--- config.mk ---
export PLATFORM = sky130hd
export DESIGN_NAME = decode
export DESIGN_NICKNAME = d
export VERILOG_FILES = /design/src/rtl/decode.sv
export SDC_FILE = /design/constraint.sdc
export NUM_CORES = 2
export LEC_CHECK = 0
export BUFFER_PORTS_ARGS = -buffer_cell sky130_fd_sc_hd__buf_2
export CAP_MARGIN = 10
export CORE_MARGIN = 2
export CORE_UTILIZATION = 55
export DETAILED_ROUTE_END_ITERATION = 10
export MAX_ROUTING_LAYER = met4
export PLACE_DENSITY = 0.75
export SETUP_SLACK_MARGIN = 0.5
export SLEW_MARGIN = 20
export SYNTH_ARGS = -nofsm -noshare
export SYNTH_HDL_FRONTEND = slang
export SYNTH_SLANG_ARGS = --single-unit
--- constraint.sdc ---
create_clock -name clock -period 3.35 [get_ports clock]
set_clock_uncertainty 0.2 [all_clocks]
set_input_delay 0.1675 -clock clock [delete_from_list [all_inputs] [get_ports clock]]
set_output_delay 0.1675 -clock clock [all_outputs]
set_load 0.01 [all_outputs]
--- src/rtl/decode.sv ---
// Decode stage: 32x32 register file, immediate extension, ALU/memory/branch/jump control.
// Optional macro DECODE_ILLEGAL_TRAP_EN adds a sticky illegal-instruction flag and squashes controls.
module decode #(
  parameter int INIT_FROM_INDEX = 1
) (
  input  logic        clock,
  input  logic        reset,
  input  logic [31:0] instruction,
  input  logic [31:0] pc4,
  input  logic [31:0] wb_data,
  output logic [31:0] read_data_1,
  output logic [31:0] read_data_2,
  output logic [31:0] imm_ext,
  output logic [2:0]  alu_ctrl,
  output logic        alu_src,
  output logic        mem_write,
  output logic        mem_to_reg,
  output logic        do_branch,
  output logic        do_jump,
  output logic [31:0] branch_addr,
  output logic [27:0] jump_shifted_address,
  output logic        illegal_op
);

  localparam logic [5:0] OP_RTYPE = 6'h00;
  localparam logic [5:0] OP_J     = 6'h02;
  localparam logic [5:0] OP_JAL   = 6'h03;
  localparam logic [5:0] OP_BEQ   = 6'h04;
  localparam logic [5:0] OP_ORI   = 6'h0d;
  localparam logic [5:0] OP_LUI   = 6'h0f;
  localparam logic [5:0] OP_LW    = 6'h23;
  localparam logic [5:0] OP_SW    = 6'h2b;

  localparam logic [5:0] F_ADD = 6'h20;
  localparam logic [5:0] F_SUB = 6'h22;
  localparam logic [5:0] F_AND = 6'h24;
  localparam logic [5:0] F_OR  = 6'h25;
  localparam logic [5:0] F_SLT = 6'h2a;

  localparam logic [2:0] ALU_AND = 3'b000;
  localparam logic [2:0] ALU_OR  = 3'b001;
  localparam logic [2:0] ALU_ADD = 3'b010;
  localparam logic [2:0] ALU_LUI = 3'b011;
  localparam logic [2:0] ALU_SUB = 3'b110;
  localparam logic [2:0] ALU_SLT = 3'b111;

  logic [5:0] opcode;
  logic [5:0] funct;
  logic [4:0] rs;
  logic [4:0] rt;
  logic [4:0] rd;

  assign opcode = instruction[31:26];
  assign rs     = instruction[25:21];
  assign rt     = instruction[20:16];
  assign rd     = instruction[15:11];
  assign funct  = instruction[5:0];

  logic is_nop, is_rtype, is_add, is_sub, is_and, is_or, is_slt, is_alu_r;
  logic is_lw, is_sw, is_beq, is_lui, is_ori, is_j, is_jal;

  always_comb begin
    is_nop   = (instruction == 32'h0);
    is_rtype = (opcode == OP_RTYPE) && !is_nop;
    is_add   = is_rtype && (funct == F_ADD);
    is_sub   = is_rtype && (funct == F_SUB);
    is_and   = is_rtype && (funct == F_AND);
    is_or    = is_rtype && (funct == F_OR);
    is_slt   = is_rtype && (funct == F_SLT);
    is_alu_r = is_add | is_sub | is_and | is_or | is_slt;
    is_lw    = (opcode == OP_LW);
    is_sw    = (opcode == OP_SW);
    is_beq   = (opcode == OP_BEQ);
    is_lui   = (opcode == OP_LUI);
    is_ori   = (opcode == OP_ORI);
    is_j     = (opcode == OP_J);
    is_jal   = (opcode == OP_JAL);
  end

  // trap is high only for unsupported encodings when the trap feature is built in
  logic trap;
`ifdef DECODE_ILLEGAL_TRAP_EN
  logic legal;
  logic illegal_q;
  logic illegal_d;

  assign legal = is_nop | is_alu_r | is_lw | is_sw | is_beq | is_lui | is_ori | is_j | is_jal;
  assign trap  = !legal;

  always_comb begin
    illegal_d = illegal_q | trap;
  end

  always_ff @(posedge clock or negedge reset) begin
    if (!reset) illegal_q <= 1'b0;
    else        illegal_q <= illegal_d;
  end

  assign illegal_op = illegal_q;
`else
  assign trap       = 1'b0;
  assign illegal_op = 1'b0;
`endif

  logic        reg_write;
  logic [4:0]  wr_addr;
  logic [31:0] wr_data;

  always_comb begin
    reg_write  = (is_alu_r | is_lw | is_lui | is_ori | is_jal) & !trap;
    wr_addr    = is_alu_r ? rd : (is_jal ? 5'd31 : rt);
    wr_data    = is_jal ? pc4 : wb_data;
    alu_src    = is_lw | is_sw | is_ori | is_lui;
    mem_write  = is_sw & !trap;
    mem_to_reg = is_lw & !trap;
    do_jump    = (is_j | is_jal) & !trap;
    imm_ext    = (is_ori | is_lui) ? {16'h0, instruction[15:0]}
                                   : {{16{instruction[15]}}, instruction[15:0]};
    alu_ctrl   = ALU_ADD;
    if (is_sub | is_beq) alu_ctrl = ALU_SUB;
    if (is_and)          alu_ctrl = ALU_AND;
    if (is_or | is_ori)  alu_ctrl = ALU_OR;
    if (is_slt)          alu_ctrl = ALU_SLT;
    if (is_lui)          alu_ctrl = ALU_LUI;
  end

  logic [31:0] regs_q [32];
  logic [31:0] regs_d [32];

  always_comb begin
    regs_d = regs_q;
    if (reg_write && (wr_addr != 5'd0)) regs_d[wr_addr] = wr_data;
  end

  always_ff @(posedge clock or negedge reset) begin
    if (!reset) begin
      for (int i = 0; i < 32; i++) regs_q[i] <= (INIT_FROM_INDEX != 0) ? 32'(i) : 32'h0;
    end else begin
      regs_q <= regs_d;
    end
  end

  // Reads see the pre-edge contents; there is no write-to-read bypass
  assign read_data_1 = (rs == 5'd0) ? 32'h0 : regs_q[rs];
  assign read_data_2 = (rt == 5'd0) ? 32'h0 : regs_q[rt];

  assign do_branch            = is_beq & (read_data_1 == read_data_2) & !trap;
  assign branch_addr          = pc4 + {imm_ext[29:0], 2'b00};
  assign jump_shifted_address = {instruction[25:0], 2'b00};

endmodule

==> out/metrics.cfg <==
[synthesis]
syn_avg_cell_area_um2=10.9
netlist-cell-type-count=76
synth-main-ff-cell=dfrtp_1
synthAdderAreaFrac_pct=0.690
yosysWarningCount=0
synthMuxAreaShare_pct=23.8
synth_compound_area_share_pct=13.1
synth_top_family_by_area=multiplexers
syn_area_mm2=0.0555
synth-edff-count=0
syn-instance-count=5077
seq_area_frac_synth_pct=46.3
synthXorXnorAreaFrac_pct=0.836
synth-simple-area-share_pct=9.81
async_flop_share_pct=100
ys_seq_elements=1024

[floorplanning]
fp.dieW_um=322
fp.dieArea_mm2=0.104
pin_count=263
start_util_pct=55.4
core_mm2=0.100
fp-row-count=116
die_height_um=322

[critical_path]
crit_fanout=3
r2r_start=regs_q[635]$_DFFE_PN0P_
path_buf_inv=2
r2r_cells=4
cp_slowest_cell=mux4_2
crit_type=flip-flop to primary output
crit_top_cell=mux4_2
critPathArrivalTime_ns=3.91
timing.rr.end=regs_q[635]$_DFFE_PN0P_
cp_top_family=multiplexers
cp.required_ns=2.98
max_stage_delay_ns=0.53
ff2ff_setup_slack_ns=2.18
crit_path_end_kind=primary output
cp_cell_sequence=mux4_2, mux4_2, a22o_1, xnor2_2, nand4_1, buf_4, and4b_1, and4b_2, buf_6
startpoint_type=flip-flop

[status]
violations=setup timing
status=complete, but fails checks

[sta]
slew_viol_final=0
grt_setup_unrepaired=yes
clock.fmax_mhz=234
setup_slack_ns=-0.930
tightestPinTransition_ns=0.760
finalHoldViolations=0
period_needed_ns=4.28
setup_violations=1
period_share_pct=128
relSlewSlack_pct=48.9

[worst_hold_path]
whs_path_depth=6
hp-start=pc4[3]
holdCritPathClass=primary input to flip-flop
hold_path_end=regs_q[483]$_DFFE_PN0P_

[cells_and_area]
largest_reg_flops=1024
reg.largest.list=regs_q x1024
nFillCells=6972
layout_commonest_cell=dfrtp_1
stdcell_area_mm2=0.0680
nets=5665
drive_above_1_share_pct=32.7
synthToLayoutAreaGrowth_pct=22.4
regMostFlops=regs_q
final_core_util_pct=67.9
mostFrequentLayoutCells=944 x dfrtp_1, 663 x nand2_1, 511 x o21ai_0

[place]
dpl.hpwl_um=132000
gp_congestion=0.977
portBuffers=259
place_area_mm2=0.0615

[clock_network]
numCtsBuffers=107
clk_path_buf_depth=3
htree_levels=3
clk_latency_ns=0.69
clock-sinks=1024
cts_tree=built
clk_pin_slew_worst_paths_ns=0.07
cts_root_buffer=clkbuf_16

[drt]
dr.pass1.iters=9
ant_nets=0
post_drt_wl_per_cell_um=29.4
drtIter0Drc=6995
drc=0
num_vias=47497
vias_per_cell=6.85
wl_um=204000

[grt]
grt_pass1_vias=47122
grt_overflow=0
grt_first_pass_wirelength_um=298000
antenna_found_initial=9
grt_max_degree=94
grt_usage_pct=40.5

[job]
maxCapViolCount=0

[pwr]
vdd_drop_max_uv=479
power.leakage_nw=30.0
power_density_mw_per_mm2=476

-- cell families (layout without fill, tap and decap cells) --
| logic type | count (synthesis) | in the layout |
|---|---|---|
| adder cells (fa/ha/maj) | 30 | 30 |
| AO/OA/AOI/OAI | 1310 | 1310 |
| flip-flops | 1024 | 1024 |
| multiplexers | 711 | 711 |
| XOR/XNOR | 53 | 53 |
| AND/OR/NAND/NOR | 1350 | 1350 |
| buffers and inverters | 598 | 1146 |
| other | 1 | 11 |
-- report_power, final --
| part | switching (W) | leakage (nW) | internal [W] | total (W) |
|---|---|---|---|---|
| combinational | 0.00305 | 14.5 | 0.00278 | 0.00583 |
| sequential | 0.000754 | 13.8 | 0.0133 | 0.0141 |
| clock | 0.00522 | 1.78 | 0.00719 | 0.0124 |
| total | 0.00902 | 30.0 | 0.0233 | 0.0323 |
-- tightest hold or removal path, cell delays in order --
cell,delay (ns)
buf_2,0.09
inv_1,0.07
nor2_1,0.13
a21oi_2,0.05
buf_4,0.23
o21ai_1,0.17
-- cell usage after synthesis (20+ instances only) --
| library cell | count | share of area (%) |
|---|---|---|
| a211oi_1 | 20 | 0.27 |
| a21oi_1 | 505 | 4.6 |
| buf_2 | 155 | 1.4 |
| buf_4 | 108 | 1.5 |
| clkbuf_1 | 281 | 1.9 |
| dfrtp_1 | 944 | 43 |
| dfstp_2 | 80 | 3.8 |
| ha_1 | 29 | 0.65 |
| mux2_2 | 32 | 0.65 |
| mux2i_1 | 193 | 3.5 |
| mux4_2 | 486 | 20 |
| nand2_1 | 696 | 4.7 |
| nand3_1 | 29 | 0.26 |
| nor2_1 | 509 | 3.4 |
| o21ai_0 | 515 | 4.6 |
| o21ai_1 | 52 | 0.47 |
| o221ai_1 | 35 | 0.55 |
| o22ai_1 | 33 | 0.37 |
| xnor2_1 | 43 | 0.68 |
-- per-layer routing --
| metal | up-vias | track usage, % | wire, um |
|---|---|---|---|
| li1 | 19309 | - | - |
| met1 | 23479 | 50.6 | 70200 |
| met2 | 3752 | 57.9 | 89100 |
| met3 | 957 | 12.3 | 28600 |
| met4 | 0 | 25.3 | 15900 |
| met5 | - | - | 0 |
-- worst max path at each step --
stage	startpoint	end	cells past startpoint
4_1_cts	regs_q[267]$_DFFE_PN0P_	do_branch	9
5_1_grt	regs_q[139]$_DFFE_PN0P_	do_branch	10
3_3_place_gp	instruction[21]	do_branch	11
3_5_place_dp	instruction[21]	do_branch	11
6_report	regs_q[139]$_DFFE_PN0P_	do_branch	9
2_1_floorplan	instruction[21]	do_branch	9
-- stage by stage --
step           setup slack (ns)  total power [W]  setup TNS [ns]  hold slack [ns]  instances
3_3_place_gp             -0.605           0.0192          -0.615           0.0251       6573
3_5_place_dp             -0.607           0.0194          -0.624           0.0227       6573
4_1_cts                  -0.832           0.0320          -0.832           0.0216       6899
5_1_grt                  -0.930           0.0333          -0.930            0.102       6933
6_report                 -0.930           0.0323          -0.930           0.0679       6933
2_1_floorplan             0.478           0.0172               0           -0.328       5079
-- what timing repair did --
item	in CTS	in global routing
resized for setup	223	100
pin swaps	68	45
endpoints found under the setup margin	60	75
hold buffers	65	0
setup buffers	62	26
endpoints found under the hold margin	1892	0
-- cell type report --
cell class | count | area (um2) | area share, %
repair buffers | 929 | 8830 | 13.0
well taps | 1298 | 1620 | 2.39
clock inverters | 40 | 468 | 0.688
diodes | 8 | 20.0 | 0.0294
clock buffers | 159 | 3190 | 4.69
multi-input cells | 3457 | 28100 | 41.3
inverters | 18 | 73.8 | 0.109
flip-flops and latches | 1024 | 25700 | 37.8
Power figures use the tool's default switching activity.
